File: src/rtl/seq_divider.sv
// Iterative restoring divider: one quotient bit per clock, MSB first, with a
// go/busy/done handshake. Divide-by-zero completes in one cycle with err set.
module seq_divider #(
  parameter int WIDTH  = 32,
  parameter int DWIDTH = 4
) (
  input  logic              clk,
  input  logic              rst,
  input  logic              go,
  input  logic [WIDTH-1:0]  dividend,
  input  logic [DWIDTH-1:0] divisor,
  output logic [WIDTH-1:0]  quotient,
  output logic [DWIDTH-1:0] remainder,
  output logic              busy,
  output logic              done,
  output logic              err
);

  localparam int CNT_W = $clog2(WIDTH);

  typedef enum logic [1:0] {IDLE, CALC, DONE} state_t;

  state_t              state_q, state_d;
  logic [WIDTH-1:0]    dvd_q, dvd_d;
  logic [DWIDTH-1:0]   dvs_q, dvs_d;
  logic [DWIDTH-1:0]   p_q, p_d;
  logic [CNT_W-1:0]    cnt_q, cnt_d;
  logic [WIDTH-1:0]    quot_q, quot_d;
  logic [DWIDTH-1:0]   rem_q, rem_d;
  logic                err_q, err_d;

  logic [DWIDTH:0]     p_shift;
  logic [DWIDTH-1:0]   p_sub;
  logic                q_bit;
  logic [DWIDTH-1:0]   p_next;
  logic [WIDTH-1:0]    dvd_next;

  // The partial remainder never reaches the divisor, so the difference always
  // fits in DWIDTH bits and can be formed modulo 2**DWIDTH.
  always_comb begin
    p_shift  = {p_q, dvd_q[WIDTH-1]};
    q_bit    = (p_shift >= {1'b0, dvs_q});
    p_sub    = p_shift[DWIDTH-1:0] - dvs_q;
    p_next   = q_bit ? p_sub : p_shift[DWIDTH-1:0];
    // Quotient bits enter at the LSB as dividend bits leave at the MSB.
    dvd_next = {dvd_q[WIDTH-2:0], q_bit};
  end

  always_comb begin
    state_d = state_q;
    dvd_d   = dvd_q;
    dvs_d   = dvs_q;
    p_d     = p_q;
    cnt_d   = cnt_q;
    quot_d  = quot_q;
    rem_d   = rem_q;
    err_d   = err_q;
    case (state_q)
      IDLE, DONE: begin
        state_d = IDLE;
        if (go) begin
          if (divisor != '0) begin
            dvd_d   = dividend;
            dvs_d   = divisor;
            p_d     = '0;
            cnt_d   = CNT_W'(WIDTH - 1);
            err_d   = 1'b0;
            state_d = CALC;
          end else begin
            quot_d  = '0;
            rem_d   = '0;
            err_d   = 1'b1;
            state_d = DONE;
          end
        end
      end
      CALC: begin
        p_d   = p_next;
        dvd_d = dvd_next;
        cnt_d = cnt_q - 1'b1;
        if (cnt_q == '0) begin
          quot_d  = dvd_next;
          rem_d   = p_next;
          state_d = DONE;
        end
      end
      default: state_d = IDLE;
    endcase
  end

  always_ff @(posedge clk) begin
    if (rst) begin
      state_q <= IDLE;
      dvd_q   <= '0;
      dvs_q   <= '0;
      p_q     <= '0;
      cnt_q   <= '0;
      quot_q  <= '0;
      rem_q   <= '0;
      err_q   <= 1'b0;
    end else begin
      state_q <= state_d;
      dvd_q   <= dvd_d;
      dvs_q   <= dvs_d;
      p_q     <= p_d;
      cnt_q   <= cnt_d;
      quot_q  <= quot_d;
      rem_q   <= rem_d;
      err_q   <= err_d;
    end
  end

  assign quotient  = quot_q;
  assign remainder = rem_q;
  assign err       = err_q;
  assign busy      = (state_q == CALC);
  assign done      = (state_q == DONE);

endmodule

File: config.mk
export PLATFORM = sky130hd
export DESIGN_NAME = seq_divider
export DESIGN_NICKNAME = d
export VERILOG_FILES = /design/src/rtl/seq_divider.sv
export SDC_FILE = /design/constraint.sdc
export NUM_CORES = 1
export LEC_CHECK = 0
export ABC_AREA = 1
export CORE_ASPECT_RATIO = 0.6
export CORE_MARGIN = 3
export CORE_UTILIZATION = 40
export CTS_BUF_LIST = sky130_fd_sc_hd__clkbuf_8
export DETAILED_ROUTE_END_ITERATION = 6
export HOLD_SLACK_MARGIN = 0.02
export PLACE_DENSITY = 0.66
export SETUP_SLACK_MARGIN = 0.02
export SYNTH_ARGS = -nofsm -noshare
export SYNTH_HDL_FRONTEND = slang
export SYNTH_SLANG_ARGS = --single-unit
export TNS_END_PERCENT = 5
File: constraint.sdc
create_clock -name clk -period 2.45 [get_ports clk]
set_input_delay 0.49 -clock clk [delete_from_list [all_inputs] [get_ports clk]]
set_output_delay 0.49 -clock clk [all_outputs]
set_load 0.05 [all_outputs]
---- Yosys cells after proc, flatten, opt, wreduce, memory -nomap -nowiden ----
Cells that the tools add are included.
storage, ports and cells
  register bits ........................... 84
operators by class
  reduce and logical (&&, ||, !) cells .... 9
  muxes and demuxes ....................... 23
  add/subtract/negate cells ............... 2
  eq/ne operators ......................... 6
  magnitude comparators ................... 1
operator list
  kind                 count
  $mux 32              5
  $pmux 32 s2          2
  $mux 4               6
  $pmux 4 s2           2
  $mux 5               2
  $pmux 5 s2           1
  $mux 2               3
  $ne 2x2->1 const B   3
  $reduce_and 3->1     2
  $ge 5x4->1           1
  $logic_not 5->1      1
  $sub 5x1->5 const B  1
  $pmux 2 s2           1
  $reduce_and 4->1     1
  $reduce_bool 4->1    1
  $sub 4x4->4          1
  $eq 2x1->1 const B   1
  $eq 2x2->1 const B   1
  $logic_not 2->1      1
  $ne 2x1->1 const B   1
  $reduce_and 2->1     1
  $reduce_bool 2->1    1
  $reduce_or 2->1      1
  $mux 1               1

---- Depth between registers and ports, before layout ----
Gate-level depths: netlist of the first run.
  depth in word-level cells ............... 4
  mapped depth ............................ 11
  mapped depth without buffers ............ 11

---- Worst setup path before layout of the first run ----
No wires, ideal clock.
  kind .................................... reg2out
  start point ............................. register state_q[1]
  end point ............................... output port done
  cell stages (with the launch flop) ...... 3
  arrival ................................. 1043 ps
  buffers on the path ..................... 0
  slack ................................... 917 ps
  data required time ...................... 1960 ps
  path through ............................ dfxtp_1 -> inv_1 -> nor2_1
on the way
  word-level cells in the longest chain between the ends .. 1
ends and longest elaborated chain
  item                    line  text
  from (decl)             23    state_t state_q, state_d;
  from (signal assigned)  102   state_q <= state_d;
  $eq 2x2->1              117   assign done = (state_q == DONE);
  to (decl)               15    output logic done,
Every way passes these cells.

---- Worst setup path in the final report of the first run ----
Ends and elaborated chain as after synthesis.

==> flow_summary.rst, run 1 <==
.. list-table::
   :header-rows: 1

   * - Metric
     - Value
   * - Result of the run
     - completed
   * - Sequential cell area in the final layout
     - 0.00168 sq mm
   * - Tightest Pin Transition
     - 686 ps
   * - I/O pin total
     - 78
   * - H-tree Lvls
     - 3
   * - Syn_nets
     - 503
   * - Category of the critical setup timing path
     - flip-flop to primary output
   * - Die X-Extent
     - 128 um
   * - Total count of max-transition violations in the final report
     - 0
   * - Total half-perimeter wirelength after legalization and detailed placement
     - 6270 um
   * - Max-Slew Margin vs Limit
     - 0.543
   * - Total power consumption of the routed design
     - 3.09 mW
   * - Antenna violations before repair
     - 0
   * - Number of nets with antenna violations after detailed routing
     - 0
   * - Total negative slack for setup checks
     - 0 ps
   * - Core region area
     - 0.00859 sq mm
   * - Crit Path Max Fanout
     - 2
   * - Final worst path period share
     - 0.889
   * - CP arrival
     - 1690 ps
   * - Input/output buffers
     - 77
   * - CTS clock-pin slew for the worst setup and hold paths
     - 80 ps
   * - Synthesized flop and latch total
     - 84
   * - Instance count of the mapped netlist
     - 458
   * - Sink count of the clock tree
     - 84
   * - Library cell contributing the largest single delay on the critical path
     - clkdlybuf4s50_1
   * - Post-synthesis sequential area ratio
     - 0.470
   * - Clock tree from TritonCTS
     - done
   * - Data required, critical path
     - 1960 ps
   * - Vias per cell
     - 5.13
   * - Unrepaired setup endpoints after global routing
     - false
   * - Die Outline Area
     - 0.0101 sq mm
   * - Final critical-path required period
     - 2180 ps
   * - Setup-violating endpoint count in the final report
     - 0
   * - Largest net degree at the start of global routing
     - 73
   * - Capturing element type of the critical path
     - primary output
   * - Root Buffer Master
     - clkbuf_8
   * - Post-CTS setup repair buffer count
     - 0
   * - Worst setup SP type
     - flip-flop
   * - Row count
     - 26
   * - Clock group share of total power
     - 0.285
   * - P&R area growth vs syn
     - 26.9%
   * - Min-Delay Path Class
     - flip-flop to flip-flop
   * - Fill cell total of the finished layout
     - 841
   * - Layout Nets
     - 570
   * - Comb pwr share
     - 0.226
   * - Netlist area before placement
     - 0.00357 sq mm
   * - Reported net switching power
     - 1.00 mW
   * - Max Freq
     - 0.459 GHz
   * - Detailed router's first-iteration violation count
     - 272
   * - Maximum resistive drop on vdd
     - 0.441 mV
   * - Routed length per instance
     - 14.4 um
   * - Hold_ws
     - 463 ps
   * - Die Y
     - 79.2 um
   * - Antenna diodes
     - 0
   * - Maximum Capacitance Violations
     - 0
   * - Vias in the first global route
     - 2997
   * - Worst hold start
     - quotient[7]
   * - Startpoint of the most critical setup path
     - state_q[1]
   * - Smallest setup slack after layout
     - 273 ps
   * - Starting density of the core
     - 0.416
   * - Number of optimization iterations in the first detailed-route pass
     - 4
   * - Leak
     - 1.61 nW
   * - Largest stage delay on the critical path
     - 810 ps
   * - Avg Synthesized Cell Area
     - 7.80 sq um
   * - Switching part of the total power
     - 0.325
   * - Global-route wire length before repair
     - 15000 um
   * - Ordered cell list for the critical path
     - inv_1, nor2_1, clkdlybuf4s50_1
   * - Post-route DRC
     - 0
   * - Aggregate global routing overflow
     - 0
   * - Multi-input combinational cell area
     - 0.00158 sq mm
   * - Fraction of final layout cells with drive strength greater than 1
     - 0.0811
   * - CTS buffer count
     - 9
   * - Clock tree buffer depth
     - 2
   * - Clock skew after layout
     - 10.7 ps
   * - Source-to-sink clock delay at the later pin of the worst-skew pair
     - 360 ps
   * - PD cells
     - 681 mW/mm^2
   * - Crit Reg-Reg Startpoint
     - state_q[0]
   * - Internal power
     - 2.08 mW
   * - Post-CTS Hold Fix Bufs
     - 0
   * - Cells after DPL
     - 626
   * - # resized after CTS
     - 0
   * - Pre-CTS setup slack
     - 370 ps
   * - Number of distinct library cells after synthesis
     - 30
   * - Final Hold Fails
     - 0
   * - Warnings, synthesis
     - 0
   * - Total vias in the final route
     - 3292
   * - Flop pwr share
     - 0.489
   * - Overall global routing resource usage
     - 0.188
   * - Routability congestion estimate
     - 0.806
   * - Final std cells w/o fill
     - 642
   * - Total wirelength of the detailed-routed design
     - 9230 um
-- final timing paths --
path / end / slack [ps] / cells after the start
worst max-delay path: done / 270 / 3
worst min-delay path: quotient[7] / 460 / 2
worst max register to register: remainder[0] / 700 / 5
worst min register to register: quotient[7] / 460 / 2
-- layout by cell type (no fill, tap or decap) --
| cell | count |
|---|---|
| clkbuf_8 | 10 |
| a21oi_2 | 1 |
| nor2_1 | 11 |
| clkinv_2 | 4 |
| dfxtp_1 | 84 |
| o211ai_1 | 2 |
| o21ai_4 | 1 |
| o21ai_0 | 7 |
| nand2_4 | 1 |
| nor2_2 | 1 |
| inv_4 | 1 |
| nand3b_1 | 1 |
| buf_12 | 2 |
| buf_2 | 1 |
| buf_4 | 9 |
| clkdlybuf4s50_1 | 75 |
| nand3_4 | 1 |
| inv_2 | 4 |
| fa_1 | 1 |
| o31ai_1 | 1 |
| o221ai_1 | 1 |
| ha_1 | 5 |
| nand2_1 | 122 |
| clkinvlp_4 | 1 |
| nand4_1 | 3 |
| clkinv_1 | 1 |
| a31oi_1 | 33 |
| nor2_4 | 1 |
| xor2_1 | 1 |
| nand2_2 | 5 |
| nand3_1 | 70 |
| a21oi_1 | 47 |
| inv_1 | 22 |
-- Yosys cell counts (all sizes together) --
master / instances / area [sq um]
nand3b: 1 / 7.51
o221ai: 1 / 8.76
dfxtp: 84 / 1680
inv: 26 / 100
nand3: 71 / 368
nand4: 3 / 18.8
ha: 5 / 62.6
o211ai: 2 / 15.0
nor2: 13 / 58.8
a21oi: 48 / 244
clkbuf: 8 / 30.0
xor2: 1 / 8.76
nand2: 128 / 500
fa: 1 / 20.0
o21ai: 8 / 51.3
buf: 23 / 181
clkinv: 1 / 3.75
o31ai: 1 / 7.51
a31oi: 33 / 206
-- power by group through the flow --
stage | Sequential (mW) | Combinational (mW) | Clock [mW]
after floorplan | 1.57 | 0.482 | 0
after global placement | 1.54 | 0.690 | 0
after detailed placement | 1.54 | 0.699 | 0
after CTS | 1.51 | 0.701 | 0.896
after global routing | 1.52 | 0.777 | 0.970
final | 1.51 | 0.698 | 0.879
-- metal layers --
metal,vias to the layer above,wire length (um),global-route usage
met3,7,652,0.0685
li1,1679,-,-
met5,-,0,0
met4,0,55,0.0339
met1,1513,4740,0.274
met2,93,3780,0.268
-- cell type report --
cell class                 instances  area share
clock buffer                      10      0.0303
clock inverter                     6     0.00690
inverter                          27      0.0229
multi-input combinational        316       0.348
sequential                        84       0.371
tap                              112      0.0309
timing repair buffer              87       0.190
-- flip-flops by register name (all words and copies together), names as in the netlist --
signal	count
remainder	4
cnt_q	5
state_q	2
quotient	32
p_q	4
dvs_q	4
dvd_q	32
err	1
-- logic make-up (layout without fill, tap and decap cells) --
logic type,count (synthesis),in the layout,share of synthesized area
AO/OA/AOI/OAI,93,93,0.149
XOR/XNOR,1,1,0.00245
adder cells (fa/ha/maj),6,6,0.0231
buffers and inverters,58,130,0.0882
flip-flops,84,84,0.470
AND/OR/NAND/NOR,216,216,0.267
-- stage by stage --
stage          instance area, sq um   util
2_1_floorplan                  3570      -
3_5_place_dp                   4370  0.508
4_1_cts                        4540  0.528
3_3_place_gp                   4370  0.508
5_1_grt                        4540  0.528
6_report                       4540  0.528
-- critical path: cells and delay by family (launching register included) --
kind	cells	cell delay (ps)
buffers and inverters	2	860
flip-flops	1	380
AND/OR/NAND/NOR	1	90
Note: power is estimated with default switching activity, not from simulation.
==> run 2: changes to the inputs <==
Settings changed: ABC_AREA 1 to default.
==> flow_summary.rst, run 2 <==
.. list-table::
   :header-rows: 1

   * - Metric
     - Value
   * - Result of the run
     - completed
   * - Total count of max-transition violations in the final report
     - 0 (unchanged)
   * - Number of optimization iterations in the first detailed-route pass
     - 5 (+1)
   * - Mux cell area share after synthesis
     - 0.0115 (+0.0115)
   * - Total power consumption of the routed design
     - 3.18 mW (+3.1%)
   * - Maximum Capacitance Violations
     - 0 (unchanged)
   * - Library cell contributing the largest single delay on the critical path
     - inv_1
   * - Max Freq
     - 0.460 GHz (about the same)
   * - Dominant combinational cell family by area after synthesis
     - simple AND/OR/NAND/NOR gates
   * - Ordered cell list for the critical path
     - nand2b_2, buf_4, inv_1, buf_12
   * - Total negative slack for setup checks
     - 0 ps (unchanged)
   * - Crit Reg-Reg Startpoint
     - cnt_q[0]
   * - CP arrival
     - 1680 ps (about the same)
   * - Netlist area before placement
     - 0.00347 sq mm (-3.0%)
   * - Instance count of the mapped netlist
     - 408 (-11%)
   * - Biggest area contributors in the synthesized netlist
     - dfxtp_1 (49%), nor2_1 (8.8%), a311oi_1 (8.3%), nand2_1 (7.7%), a22oi_1 (7.4%)
   * - Setup-violating endpoint count in the final report
     - 0 (unchanged)
   * - Critical Path Sink
     - busy
   * - Sink count of the clock tree
     - 84 (unchanged)
   * - Largest stage delay on the critical path
     - 370 ps (-440 ps)
   * - Endpoint of the most critical register-to-register path
     - quotient[29]
   * - Core region area
     - 0.00813 sq mm (-5.3%)
   * - Avg Synthesized Cell Area
     - 8.50 sq um (+8.9%)
   * - Library cell with the largest summed area after synthesis
     - dfxtp_1
   * - Post-synthesis sequential area ratio
     - 0.485 (+0.0146)
   * - Synthesized-area fraction occupied by xor and xnor cells
     - 0.00505 (+0.00260)
   * - Global-route wire length before repair
     - 14700 um (-2.4%)
   * - Row count
     - 25 (-3.8%)
   * - Clock tree buffer depth
     - 2 (unchanged)
   * - Share of synthesized cell area in and, or, nand and nor gates
     - 0.213 (-0.0538)
   * - Cell with the most instances after synthesis
     - dfxtp_1
   * - Unrepaired setup endpoints after global routing
     - false
   * - Total wirelength of the detailed-routed design
     - 8930 um (-3.2%)
   * - Crit Path Max Fanout
     - 25 (+23)
   * - Category of the critical setup timing path
     - flip-flop to primary output
   * - Final critical-path required period
     - 2170 ps (-2.07 ps)
   * - Worst setup SP type
     - flip-flop
   * - Final Hold Fails
     - 0 (unchanged)
   * - Die Outline Area
     - 0.00986 sq mm (-2.8%)
   * - Antenna diodes
     - 0 (unchanged)
   * - Fraction of final layout cells with drive strength greater than 1
     - 0.0734 (-0.00776)
   * - Commonest cells after routing, fill and taps aside
     - dfxtp_1 (84), nor2_1 (81), clkdlybuf4s50_1 (75), nand2_1 (71), a22oi_1 (34)
   * - Startpoint of the most critical setup path
     - state_q[1]
   * - Final worst path period share
     - 0.888 (about the same)
   * - Leading register cell type out of synthesis
     - dfxtp_1
   * - Data required, critical path
     - 1960 ps (about the same)
   * - Maximum resistive drop on vdd
     - 0.304 mV (-31%)
   * - Final design utilization
     - 0.561 (+0.0331)
   * - Number of nets with antenna violations after detailed routing
     - 0 (unchanged)
   * - # resized after CTS
     - 0 (unchanged)
   * - I/O pin total
     - 78 (unchanged)
   * - CTS clock-pin slew for the worst setup and hold paths
     - 80 ps (about the same)
   * - Worst Reg2Reg Path Length in Cells
     - 7 (+2)
   * - Total vias in the final route
     - 3116 (-5.3%)
   * - Most frequent standard cell in the layout excluding fill and tap cells
     - dfxtp_1
   * - Die Y
     - 78.1 um (-1.4%)
   * - Post-CTS Hold Fix Bufs
     - 0 (unchanged)
   * - Antenna violations before repair
     - 0 (unchanged)
   * - Routed length per instance
     - 15.3 um (+6.2%)
   * - CTS buffer count
     - 9 (unchanged)
   * - Synthesized flop and latch total
     - 84 (unchanged)
   * - List of most frequent post-synthesis cells
     - dfxtp_1 (84), nor2_1 (81), nand2_1 (71), a22oi_1 (34), a311oi_1 (33)
   * - FF-to-FF setup slack
     - 380 ps (-320 ps)
   * - Vias in the first global route
     - 2915 (-2.7%)
   * - Proportion of synthesized flip-flops having asynchronous set or reset
     - 0 (unchanged)
   * - Aggregate global routing overflow
     - 0 (unchanged)
   * - Routability congestion estimate
     - 0.801 (-0.56%)
   * - H-tree Lvls
     - 3 (unchanged)
   * - Number of flops mapped to enable cells by yosys
     - 0 (unchanged)
   * - Total half-perimeter wirelength after legalization and detailed placement
     - 5790 um (-7.7%)
   * - Source-to-sink clock delay at the later pin of the worst-skew pair
     - 370 ps (about the same)
   * - Post-Synth Adder-Cell Area
     - 0.0238 (+0.000717)
   * - Largest net degree at the start of global routing
     - 51 (-30%)
   * - P&R area growth vs syn
     - 31.6%
   * - Post-route DRC
     - 0 (unchanged)
   * - Input/output buffers
     - 77 (unchanged)
   * - Capturing element type of the critical path
     - primary output
   * - Starting density of the core
     - 0.426 (+0.0101)
   * - Die X-Extent
     - 126 um (-1.4%)
   * - Layout Nets
     - 518 (-9.1%)
   * - Overall global routing resource usage
     - 0.185 (-0.00371)
   * - Detailed router's first-iteration violation count
     - 206 (-24%)
   * - Vias per cell
     - 5.33 (+3.9%)
   * - Clock tree from TritonCTS
     - done
   * - Max-Slew Margin vs Limit
     - 0.563 (+0.0208)
   * - Post-CTS setup repair buffer count
     - 0 (unchanged)
   * - Min-Delay Path Class
     - flip-flop to flip-flop
   * - Number of distinct library cells after synthesis
     - 38 (+27%)
   * - Warnings, synthesis
     - 0 (unchanged)
   * - Tightest Pin Transition
     - 655 ps (-31.2 ps)
   * - Share of the synthesized area in compound gates (AO/OA/AOI/OAI)
     - 0.205 (+0.0562)
   * - Clock skew after layout
     - 4.35 ps (-6.36 ps)
   * - Fill cell total of the finished layout
     - 753 (-10%)
   * - Leak
     - 1.69 nW (+5.1%)
   * - PD cells
     - 697 mW/mm^2 (+2.4%)
   * - Synth top area share
     - 0.485 (+0.0146)
   * - Root Buffer Master
     - clkbuf_8
   * - Syn_nets
     - 453 (-9.9%)
==> run 2: kinds of logic after synthesis <==
kind of cell,after synthesis
buf+inv,45
xor+xnor,2
simple gates,174
mux,4
fa+ha+maj,6
flops,84
compound gates,93
==> run 2: through the flow <==
| step | cells | hold slack [ps] | setup slack [ps] | area (sq um) |
|---|---|---|---|---|
| floorplan | 408 | 440 | 638 | 3470 |
| global placement | 570 | 463 | 179 | 4360 |
| detailed placement | 570 | 470 | 120 | 4360 |
| CTS | 585 | 481 | 280 | 4560 |
| global route | 585 | 499 | 192 | 4560 |
| finish | 585 | 480 | 275 | 4560 |
==> run 2: where the power goes <==
part	total, mW	switching (mW)	internal (mW)
Combinational	0.614	0.355	0.260
Sequential	1.55	0.0798	1.47
Clock	1.02	0.480	0.542
==> run 2: critical path, delay by kind of cell, from the launching register on <==
kind	cells	cell delay, ps
buffers and inverters	3	800
flip-flops	1	310
AND/OR/NAND/NOR	1	210
==> run 2: how the worst min path moves through the flow <==
stage                     depth (start not counted)     start       end
final                                             2  dvs_q[0]  dvs_q[0]
after floorplan                                   2  dvs_q[0]  dvs_q[0]
after global routing                              2  dvs_q[0]  dvs_q[0]
after CTS                                         2  dvs_q[0]  dvs_q[0]
after global placement                            2  dvs_q[0]  dvs_q[0]
after detailed placement                          2  dvs_q[0]  dvs_q[0]
==> run 2: final cells by class <==
type / count / area (sq um) / area share
clock buffer: 12 / 165 / 0.0362
clock inverter: 3 / 37.5 / 0.00822
inverter: 10 / 37.5 / 0.00822
multi-input combinational: 279 / 1600 / 0.351
sequential: 84 / 1680 / 0.368
tap: 108 / 135 / 0.0296
timing repair buffer: 89 / 903 / 0.198
==> run 2: metal layers <==
| metal | vias up | wire length [um] | track usage |
|---|---|---|---|
| met5 | - | 0 | 0 |
| met2 | 97 | 3670 | 0.252 |
| met1 | 1452 | 4510 | 0.268 |
| met4 | 0 | 94 | 0.0450 |
| li1 | 1558 | - | - |
| met3 | 9 | 659 | 0.0755 |
